File: src/rtl/mem_arbiter_nport.sv
// mem_arbiter_nport: N-port memory arbiter (fixed priority or round robin), one
// outstanding transaction, registered command, read data captured after RD_LATENCY.
module mem_arbiter_nport #(
    parameter int ADDR_WIDTH = 8,
    parameter int DATA_WIDTH = 16,
    parameter int NUM_PORTS  = 2,
    parameter int RD_LATENCY = 1,
    parameter int MODE       = 1
) (
    input  logic                            clk_i,
    input  logic                            rst_i,
    input  logic [NUM_PORTS-1:0]            req_i,
    input  logic [NUM_PORTS-1:0]            we_i,
    input  logic [NUM_PORTS*ADDR_WIDTH-1:0] addr_i,
    input  logic [NUM_PORTS*DATA_WIDTH-1:0] wdata_i,
    output logic [NUM_PORTS-1:0]            gnt_o,
    output logic [NUM_PORTS-1:0]            rvalid_o,
    output logic [DATA_WIDTH-1:0]           rdata_o,
    output logic                            busy_o,
    input  logic [DATA_WIDTH-1:0]           mem_value_i,
    output logic [ADDR_WIDTH-1:0]           mem_addr_o,
    output logic [DATA_WIDTH-1:0]           mem_value_o,
    output logic                            mem_rd_en_o,
    output logic                            mem_wr_en_o,
    output logic                            mem_enable_o
);
    localparam int PW = $clog2(NUM_PORTS);
    typedef enum logic {IDLE, WAIT} state_t;
    state_t               state;
    logic [PW-1:0]        ptr, win, win_r;
    logic [NUM_PORTS-1:0] mask, above;
    logic [2:0]           cnt;
    logic                 we_r;
    // Round robin prefers requesters above the last grant, else wraps to the lowest one.
    always_comb begin
        mask = '0;
        for (int i = 0; i < NUM_PORTS; i++) mask[i] = (MODE != 0) && (i > int'(ptr));
        above = req_i & mask;
        win = '0;
        for (int i = NUM_PORTS - 1; i >= 0; i--) if ((|above) ? above[i] : req_i[i]) win = PW'(i);
    end
    assign mem_enable_o = mem_rd_en_o | mem_wr_en_o;
    always_ff @(posedge clk_i) begin
        if (rst_i) begin
            state       <= IDLE;
            cnt         <= '0;
            ptr         <= PW'(NUM_PORTS - 1);
            win_r       <= '0;
            we_r        <= 1'b0;
            gnt_o       <= '0;
            rvalid_o    <= '0;
            rdata_o     <= '0;
            busy_o      <= 1'b0;
            mem_addr_o  <= '0;
            mem_value_o <= '0;
            mem_rd_en_o <= 1'b0;
            mem_wr_en_o <= 1'b0;
        end else begin
            gnt_o       <= '0;
            rvalid_o    <= '0;
            mem_rd_en_o <= 1'b0;
            mem_wr_en_o <= 1'b0;
            if (state == IDLE) begin
                if (|req_i) begin
                    state      <= WAIT;
                    busy_o     <= 1'b1;
                    win_r      <= win;
                    ptr        <= win;
                    we_r       <= we_i[win];
                    cnt        <= 3'(RD_LATENCY);
                    gnt_o      <= NUM_PORTS'(1) << win;
                    mem_addr_o <= addr_i[win*ADDR_WIDTH +: ADDR_WIDTH];
                    if (we_i[win]) begin
                        mem_wr_en_o <= 1'b1;
                        mem_value_o <= wdata_i[win*DATA_WIDTH +: DATA_WIDTH];
                    end else begin
                        mem_rd_en_o <= 1'b1;
                    end
                end
            end else if (we_r || cnt == 3'd0) begin
                state  <= IDLE;
                busy_o <= 1'b0;
                if (!we_r) begin
                    rdata_o  <= mem_value_i;
                    rvalid_o <= NUM_PORTS'(1) << win_r;
                end
            end else begin
                cnt <= cnt - 3'd1;
            end
        end
    end
endmodule

File: config.mk
export PLATFORM = sky130hd
export DESIGN_NAME = mem_arbiter_nport
export DESIGN_NICKNAME = d
export VERILOG_FILES = /design/src/rtl/mem_arbiter_nport.sv
export SDC_FILE = /design/constraint.sdc
export NUM_CORES = 1
export LEC_CHECK = 0
export ABC_AREA = 0
export BUFFER_PORTS_ARGS = -buffer_cell sky130_fd_sc_hd__buf_2
export CAP_MARGIN = 25
export CORE_MARGIN = 5
export CORE_UTILIZATION = 45
export DETAILED_ROUTE_END_ITERATION = 12
export GPL_TIMING_DRIVEN = 0
export PLACE_DENSITY = 0.78
export SLEW_MARGIN = 10
export SYNTH_ARGS = -nofsm -noshare
export SYNTH_HDL_FRONTEND = slang
export SYNTH_SLANG_ARGS = --single-unit
File: constraint.sdc
create_clock -name clk_i -period 1.6 [get_ports clk_i]
set_input_delay 0.16 -clock clk_i [delete_from_list [all_inputs] [get_ports clk_i]]
set_output_delay 0.16 -clock clk_i [all_outputs]
set_load 0.03 [all_outputs]
==> summary.txt, run 1 <==
Worst R2R Setup Slack = 0.13 ns
commonest non-fill, non-tap cell in the layout = buf_2
number of detailed-route iterations in the first pass = 4
Psw = 1.02 mW
syn_nets = 325
GR Util met3 = 3.99%
r2r worst-path depth = 5
status = finished, final reports clean
share of cells above drive strength 1 = 38.8%
Synth Flop Type = dfxtp_1
Cell variety after synth = 35
final setup fails = 0
Hold Path Stages = 3
multi-input logic area = 1100 µm²
Slew HR = 66.4%
die area = 6550 µm²
routed vias/inst = 4.95
Reg power frac = 48.5%
CTS HTree Levels = 2
Hold Slack = 0.0737 ns
Place WS = -0.161 ns
GR Overflow Total = 0
Core ar. = 4820 µm²
Final ANT Viol Nets = 0
vias = 2208
Hold-fix buffers, CTS = 0
initial drt markers = 98
CP Launch Type = flip-flop
GRT met2 Usage = 32.1%
total wire length = 5840 µm
Row Count = 25
Routed wire per std cell = 13.1 µm
GPL Wtd Cong = 0.773
Final nets = 450
Max clock buf depth = 2
switching share of total power = 32.9%
vias in the first global route = 2044
Final Skew = 0.00437 ns
Total GRT Usage = 18.0%
# diodes = 0
Max-Cap Viols = 0
unrepaired setup endpoints after global routing = yes
pin count of the biggest net entering global routing = 20
post-synthesis async set-or-reset flop share = 0%
area delta synth->final = 36.2%
clock share of power = 26.1%
Crit. End Element = flip-flop
placed cells = 436
fin cells = 446
DP Wirelength = 4530 µm
Fill cells = 449
Hold Fails Final Rpt = 0
worst hold path class = primary input to flip-flop
Logic pwr share = 25.4%
post-synth design cell area = 2260 µm²
GRT busiest layer = met2
setup TNS = 0 ns
I/O pin total = 118
most frequent cells in the layout = 118 x buf_2, 53 x dfxtp_1, 35 x a21oi_1, 34 x nand2_1, 24 x mux2i_1
Crit path required time = 1.84 ns
Sink Count = 54
Clock Latency Late Sink = 0.31 ns
fin crit share = 91.8%
Port Buffer Count = 116
crit-path max FO = 10
grt met1 use = 21.1%
post-route cell area = 3080 µm²
leak pwr = 1.43 nW
CTS buffer count = 5
clock-pin slew on the worst setup and hold paths = 0.10 ns
number of synthesized flops with an enable pin = 0
WS Path Type = flip-flop to flip-flop
initial antenna violation count = 0
global-route wire length before repair = 9240 µm
crit path DAT = 1.71 ns
worst vdd ir = 0.000582 V
Starting Density = 47.0%
fmax = 0.681 GHz
Die Wd = 80.9 µm
Residual DRC = 0
setup ws final = 0.132 ns
FF/Latch Area = 1080 µm²
Avg Cell Area, Syn = 8.95 µm²
PwrDens = 1000 nW/µm²
crit path time final = 1.47 ns
sequential fraction of the synthesis area = 47.8%
CTS tree = yes
fin. max-slew vios = 0
synthesized flop and latch total = 54
Die Height = 80.9 µm
Yosys Warn Count = 0
Least-Margin Pin Slew = 0.504 ns
Syn Inst Count = 253
Int Pwr = 2.07 mW
Root Driver = clkbuf_8
post-place instance area = 2930 µm²
[layout make-up]
class | instances | share of cell area [%]
multi-input cells | 176 | 35.7
clock inverters | 3 | 0.933
well taps | 67 | 2.72
plain buffers | 20 | 3.65
flip-flops and latches | 54 | 35.1
repair buffers | 118 | 19.3
inverters | 3 | 0.365
clock buffers | 5 | 2.23
[flip-flops by register name, indices dropped and copies added (netlist names)]
signal	cells
mem_rd_en_o	1
we_r	1
rdata_o	16
mem_wr_en_o	1
state	1
cnt	3
mem_addr_o	8
gnt_o	2
mem_value_o	16
win_r	1
ptr	1
busy_o	1
rvalid_o	2
[through the flow]
| step | power (mW) | util [%] |
|---|---|---|
| detailed placement | 2.29 | 60.8 |
| finish | 3.09 | 64.0 |
| global placement | 2.28 | 60.8 |
| floorplan | 2.03 | - |
| CTS | 3.11 | 63.0 |
| global route | 3.25 | 64.0 |
[kinds of logic after synthesis]
| family | share of synthesized area, % |
|---|---|
| muxes | 10.6 |
| DFF | 47.8 |
| AOI/OAI and AO/OA | 18.2 |
| xor gates and xnor gates | 0.387 |
| adders and majority gates | 1.11 |
| buffers and inverters | 4.86 |
| and+or+nand+nor | 17.0 |
[what timing repair did]
item	in CTS	in global routing
endpoints found under the setup margin	25	28
pin swaps	0	1
resized for setup	5	10
setup buffers	0	2
cloned	0	0
[path summary, 6_finish.rpt]
| kind | start | endpoint |
|---|---|---|
| worst min register to register | rdata_o[14] | rdata_o[14] |
| worst min-delay path | mem_value_i[5] | rdata_o[5] |
| worst max register to register | ptr | mem_value_o[14] |
| worst max-delay path | ptr | mem_value_o[14] |
[Yosys cell counts (3+ instances only)]
| master | instances | area (µm²) |
|---|---|---|
| dfxtp_1 | 54 | 1080 |
| a21oi_1 | 35 | 175 |
| nand2_1 | 34 | 128 |
| mux2i_1 | 24 | 240 |
| o21ai_0 | 17 | 85.1 |
| or3_1 | 16 | 100 |
| nor2_1 | 13 | 48.8 |
| clkbuf_1 | 11 | 41.3 |
| a211oi_1 | 9 | 67.6 |
| buf_2 | 4 | 20.0 |
| nor3_1 | 4 | 20.0 |
| inv_1 | 3 | 11.3 |
[critical path: stages (launching register included)]
cell and delay, ns:
dfxtp_2 0.37, nand2b_4 0.15, a32oi_4 0.14, clkbuf_2 0.22, or3_1 0.37, a21oi_1 0.14
[power by group through the flow]
stage	combinational (mW)	clock (mW)	sequential (mW)
floorplan	0.330	0	1.70
finish	0.786	0.805	1.50
global placement	0.752	0	1.52
global route	0.858	0.883	1.51
CTS	0.771	0.839	1.50
detailed placement	0.763	0	1.53
[per-layer routing]
layer | wire (µm) | up-vias
met1 | 2420 | 1002
met3 | 374 | 9
met4 | 89 | 0
li1 | - | 1132
met5 | 0 | -
met2 | 2960 | 65
Power figures use the tool's default switching activity.
==> inputs of run 2 (changes only) <==
--- a/config.mk
+++ b/config.mk
@@ -7,5 +7,5 @@
 export LEC_CHECK = 0
 export ABC_AREA = 0
-export BUFFER_PORTS_ARGS = -buffer_cell sky130_fd_sc_hd__buf_2
+export BUFFER_PORTS_ARGS = -buffer_cell sky130_fd_sc_hd__buf_4
 export CAP_MARGIN = 25
 export CORE_MARGIN = 5
==> constraint.sdc (replaced) <==
create_clock -name clk_i -period 1.6 [get_ports clk_i]
set_input_delay 0.16 -clock clk_i [delete_from_list [all_inputs] [get_ports clk_i]]
set_output_delay 0.16 -clock clk_i [all_outputs]
set_load 0.02 [all_outputs]
==> run 2 against run 1 <==
  * Worst hold slack lost 0.015 ns
  * Critical path depth is the same
  * Clock skew grew 0.0020 ns
  * Largest cell class unchanged
  * Count of clock-buffer cells in the layout grew 2
  * Largest power group unchanged
  * Critical path type unchanged
  * Combinational power grew 4.1%
==> summary.txt, run 2 (same netlist as run 1, synthesis figures left out) <==
Routed wire per std cell = 14.2 µm (+8.1%)
post-place instance area = 3220 µm² (+9.9%)
Root Driver = clkbuf_8
I/O pin total = 118 (unchanged)
vias = 2206 (-0.091%)
crit-path cells = nand2b_4 -> a32oi_4 -> clkbuf_4 -> or3_1 -> a21oi_1
CTS buffer count = 5 (unchanged)
Crit path required time = 1.83 ns (about the same)
setup ws final = 0.131 ns (-0.000742 ns)
fin cells = 445 (-0.22%)
fmax = 0.681 GHz (about the same)
Total GRT Usage = 19.6% (+1.6 points)
initial drt markers = 76 (-22%)
Least-Margin Pin Slew = 0.504 ns (+0.000225 ns)
final setup fails = 0 (unchanged)
CP max-delay cell = dfxtp_2
Final nets = 449 (-0.22%)
Crit. End Element = flip-flop
Row Count = 25 (unchanged)
Hold Slack = 0.0587 ns (-0.0151 ns)
min-delay src = we_i[1]
# diodes = 0 (unchanged)
unrepaired setup endpoints after global routing = no
Port Buffer Count = 116 (unchanged)
Design Power = 3.09 mW (+0.19%)
max incr delay on CP = 0.38 ns (about the same)
CP Launch Type = flip-flop
total wire length = 6300 µm (+7.9%)
global-route wire length before repair = 9910 µm (+7.2%)
GR Overflow Total = 0 (unchanged)
Residual DRC = 0 (unchanged)
setup TNS = 0 ns (unchanged)
number of detailed-route iterations in the first pass = 4 (unchanged)
placed cells = 436 (unchanged)
status = finished, final reports clean
crit path time final = 1.47 ns (+0.000742 ns)
CTS tree = yes
Hold Fails Final Rpt = 0 (unchanged)
Fill cells = 424 (-5.6%)
WS Path Type = flip-flop to flip-flop
die area = 6550 µm² (unchanged)
Slew HR = 66.4% (about the same)
area delta synth->final = 48.5%
Place WS = -0.201 ns (-0.0405 ns)
pin count of the biggest net entering global routing = 16 (-20%)
Clock Latency Late Sink = 0.30 ns (about the same)
clock-pin slew on the worst setup and hold paths = 0.09 ns (about the same)
Die Height = 80.9 µm (unchanged)
DP Wirelength = 4880 µm (+7.7%)
fin crit share = 91.8% (about the same)
fin util = 69.8% (+5.8 points)
Final ANT Viol Nets = 0 (unchanged)
post-route cell area = 3360 µm² (+9.1%)
Hold-fix buffers, CTS = 0 (unchanged)
Final Skew = 0.00633 ns (+0.00196 ns)
Die Wd = 80.9 µm (unchanged)
biggest regs = mem_value_o (16), rdata_o (16), mem_addr_o (8)
crit-path max FO = 10 (unchanged)
CP top delay family = simple AND/OR/NAND/NOR gates
Core ar. = 4820 µm² (unchanged)
leak pwr = 1.49 nW (+4.0%)
Max-Cap Viols = 0 (unchanged)
Sink Count = 54 (unchanged)
vias in the first global route = 2225 (+8.9%)
Max clock buf depth = 2 (unchanged)
worst vdd ir = 0.000679 V (+17%)
GPL Wtd Cong = 0.780 (+0.92%)
WP buf/inv = 1 (unchanged)
initial antenna violation count = 0 (unchanged)
commonest non-fill, non-tap cell in the layout = buf_4
FF/Latch Area = 1080 µm² (unchanged)
PwrDens = 920 nW/µm² (-8.1%)
Starting Density = 47.0% (unchanged)
CTS HTree Levels = 2 (unchanged)
worst hold path class = primary input to flip-flop
multi-input logic area = 1100 µm² (+0.11%)
crit path DAT = 1.70 ns (about the same)
share of cells above drive strength 1 = 38.9% (+0.10 points)
fin. max-slew vios = 0 (unchanged)
reg2reg start = ptr
routed vias/inst = 4.96 (+0.13%)
Worst Setup SP = ptr
most frequent cells in the layout = 119 x buf_4, 53 x dfxtp_1, 35 x a21oi_1, 34 x nand2_1, 24 x mux2i_1
## run 2: area by class of cell
cell class,instances,share of cell area (%)
multi-input combinational,176,32.8
sequential,54,32.2
timing repair buffer,117,26.1
buffer,20,3.39
clock buffer,7,2.57
tap,67,2.49
inverter,3,0.335
clock inverter,1,0.149
## run 2: worst register-to-register path, delay by kind of cell (launching register included)
family | cells | cell delay (ns)
flip-flops | 1 | 0.38
buffers and inverters | 1 | 0.21
AO/OA/AOI/OAI | 2 | 0.31
AND/OR/NAND/NOR | 2 | 0.50
## run 2: final timing paths
path | to | slack, ns | cells past startpoint
setup / recovery | mem_value_o[12] | 0.13 | 5
hold / removal | mem_rd_en_o | 0.06 | 2
setup reg to reg | mem_value_o[12] | 0.13 | 5
hold reg to reg | rvalid_o[0] | 0.46 | 1
## run 2: metal layers
metal | global-route usage [%] | wire length, µm
met2 | 34.7 | 3220
met4 | 7.77 | 161
met5 | 0 | 0
met3 | 5.88 | 433
met1 | 21.9 | 2480
## run 2: power by group
group	internal, mW	total [mW]	switching [mW]
clock network	0.350	0.775	0.425
registers	1.45	1.50	0.0537
logic	0.391	0.818	0.427
## run 2: repair_timing
| action | in CTS | in global routing |
|---|---|---|
| pin swaps | 1 | 0 |
| endpoints found under the setup margin | 23 | 26 |
| resized for setup | 6 | 11 |
| setup buffers | 1 | 0 |
==> inputs of run 3 (changes only) <==
- CORE_UTILIZATION: 45 -> 46
- CTS_BUF_LIST: not set -> sky130_fd_sc_hd__clkbuf_4 sky130_fd_sc_hd__clkbuf_8
- PLACE_DENSITY: 0.78 -> 0.79
==> run 3 against run 2 <==
  * Clock skew increased by 0.0029 ns
  * Critical path depth unchanged
  * First-iteration DRC count increased by 41%
  * Sequential power about the same
  * Routed wire length decreased by 1.0%
  * Worst hold slack got worse by 0.0033 ns
  * Power decreased by 1.1%
  * Sequential share of layout area increased by 0.23 points
  * Clock power decreased by 3.0%
  * Register-to-register slack got worse by 0.02 ns
  * Fmax decreased by 1.3%
  * Critical path type unchanged
  * Largest power group unchanged
  * Highest routed layer unchanged
==> summary.txt, run 3 (same netlist as run 1, synthesis figures left out) <==
Row Count = 25 (unchanged)
Root Driver = clkbuf_8
Least-Margin Pin Slew = 0.512 ns (+0.00736 ns)
Final nets = 449 (unchanged)
vias = 2233 (+1.2%)
clock-pin slew on the worst setup and hold paths = 0.10 ns (about the same)
fin util = 70.2% (+0.42 points)
Crit path required time = 1.84 ns (about the same)
leak pwr = 1.48 nW (-1.0%)
number of detailed-route iterations in the first pass = 4 (unchanged)
Clock Latency Late Sink = 0.31 ns (about the same)
Slew HR = 65.9% (-0.49 points)
crit-path cells = nand2b_1 -> a32oi_2 -> clkbuf_4 -> or3_1 -> a21oi_1
fin crit share = 93.0% (+1.2 points)
I/O pin total = 118 (unchanged)
fin. max-slew vios = 0 (unchanged)
# diodes = 0 (unchanged)
biggest regs = mem_value_o (16), rdata_o (16), mem_addr_o (8)
DP Wirelength = 4770 µm (-2.3%)
Hold-fix buffers, CTS = 0 (unchanged)
Die Height = 80.1 µm (-0.96%)
Total GRT Usage = 20.0% (+0.44 points)
crit path DAT = 1.73 ns (+0.03 ns)
Place WS = -0.185 ns (+0.0165 ns)
global-route wire length before repair = 10100 µm (+2.4%)
commonest non-fill, non-tap cell in the layout = buf_4
Die Wd = 80.1 µm (-0.96%)
CTS tree = yes
CP max-delay cell = dfxtp_2
Routed wire per std cell = 14.0 µm (-1.0%)
crit path time final = 1.49 ns (+0.0195 ns)
Max-Cap Viols = 0 (unchanged)
fmax = 0.672 GHz (-1.3%)
WS Path Type = flip-flop to flip-flop
crit-path max FO = 10 (unchanged)
CP top delay family = simple AND/OR/NAND/NOR gates
worst vdd ir = 0.000582 V (-14%)
routed vias/inst = 5.02 (+1.2%)
share of cells above drive strength 1 = 38.4% (-0.53 points)
die area = 6420 µm² (-1.9%)
initial drt markers = 107 (+41%)
max incr delay on CP = 0.37 ns (about the same)
final setup fails = 0 (unchanged)
Fill cells = 410 (-3.3%)
area delta synth->final = 47.5%
total wire length = 6240 µm (-1.0%)
CTS buffer count = 5 (unchanged)
fin cells = 445 (unchanged)
GR Overflow Total = 0 (unchanged)
Core ar. = 4750 µm² (-1.3%)
Final ANT Viol Nets = 0 (unchanged)
setup ws final = 0.111 ns (-0.0195 ns)
Port Buffer Count = 116 (unchanged)
post-route cell area = 3340 µm² (-0.71%)
initial antenna violation count = 0 (unchanged)
Final Skew = 0.00922 ns (+0.00289 ns)
Hold Fails Final Rpt = 0 (unchanged)
Crit. End Element = flip-flop
status = finished, final reports clean
GPL Wtd Cong = 0.821 (+5.3%)
Starting Density = 47.6% (+0.62 points)
Max clock buf depth = 2 (unchanged)
CP Launch Type = flip-flop
most frequent cells in the layout = 119 x buf_4, 53 x dfxtp_1, 35 x a21oi_1, 34 x nand2_1, 24 x mux2i_1
Sink Count = 54 (unchanged)
post-place instance area = 3220 µm² (unchanged)
Hold Slack = 0.0554 ns (-0.00331 ns)
placed cells = 436 (unchanged)
pin count of the biggest net entering global routing = 18 (+2)
PwrDens = 916 nW/µm² (-0.43%)
unrepaired setup endpoints after global routing = no
WP buf/inv = 1 (unchanged)
Residual DRC = 0 (unchanged)
vias in the first global route = 2245 (+0.90%)
worst hold path class = primary input to flip-flop
CTS HTree Levels = 2 (unchanged)
-- run 3: changes by cell type in the layout (fill, tap and decap cells not counted), sizes merged --
cell	change
buf	+3
clkbuf	-5
clkinv	+1
clkinvlp	+1
-- run 3: worst paths after layout --
path	startpoint	endpoint	slack [ns]	cells after the start
max	ptr	mem_value_o[15]	0.11	5
min	we_i[1]	mem_rd_en_o	0.06	2
max reg2reg	ptr	mem_value_o[15]	0.11	5
min reg2reg	rdata_o[12]	rdata_o[12]	0.46	2
-- run 3: layer usage --
layer	GRT usage, %	vias up	wire length (µm)
met3	5.83	9	356
met4	6.76	0	90
met2	35.3	59	3170
met5	0	-	0
met1	23.0	1040	2620
li1	-	1125	-
-- run 3: layout make-up --
class / instances / area, µm² / area share (%)
sequential: 54 / 1080 / 32.4
multi-input combinational: 176 / 1080 / 32.3
timing repair buffer: 117 / 878 / 26.3
buffer: 20 / 113 / 3.37
tap: 67 / 83.8 / 2.51
clock buffer: 5 / 68.8 / 2.06
clock inverter: 3 / 21.3 / 0.637
inverter: 3 / 11.3 / 0.337
-- run 3: timing repair --
action	CTS	global route
resized for setup	6	9
pin swaps	0	1
gates cloned	0	0
setup buffers	0	1
setup endpoints to repair	23	16
-- run 3: report_power, final --
group	internal (mW)	switching, mW	total (mW)
Combinational	0.385	0.421	0.806
Clock	0.308	0.444	0.752
Sequential	1.45	0.0538	1.50
Total	2.14	0.919	3.06
-- run 3: metrics by stage --
stage	TNS (ns)	total power [mW]
after detailed placement	-1.58	2.32
final	0	3.06
after floorplan	0	1.96
after global routing	0	3.23
after CTS	0	3.07
after global placement	-1.30	2.31
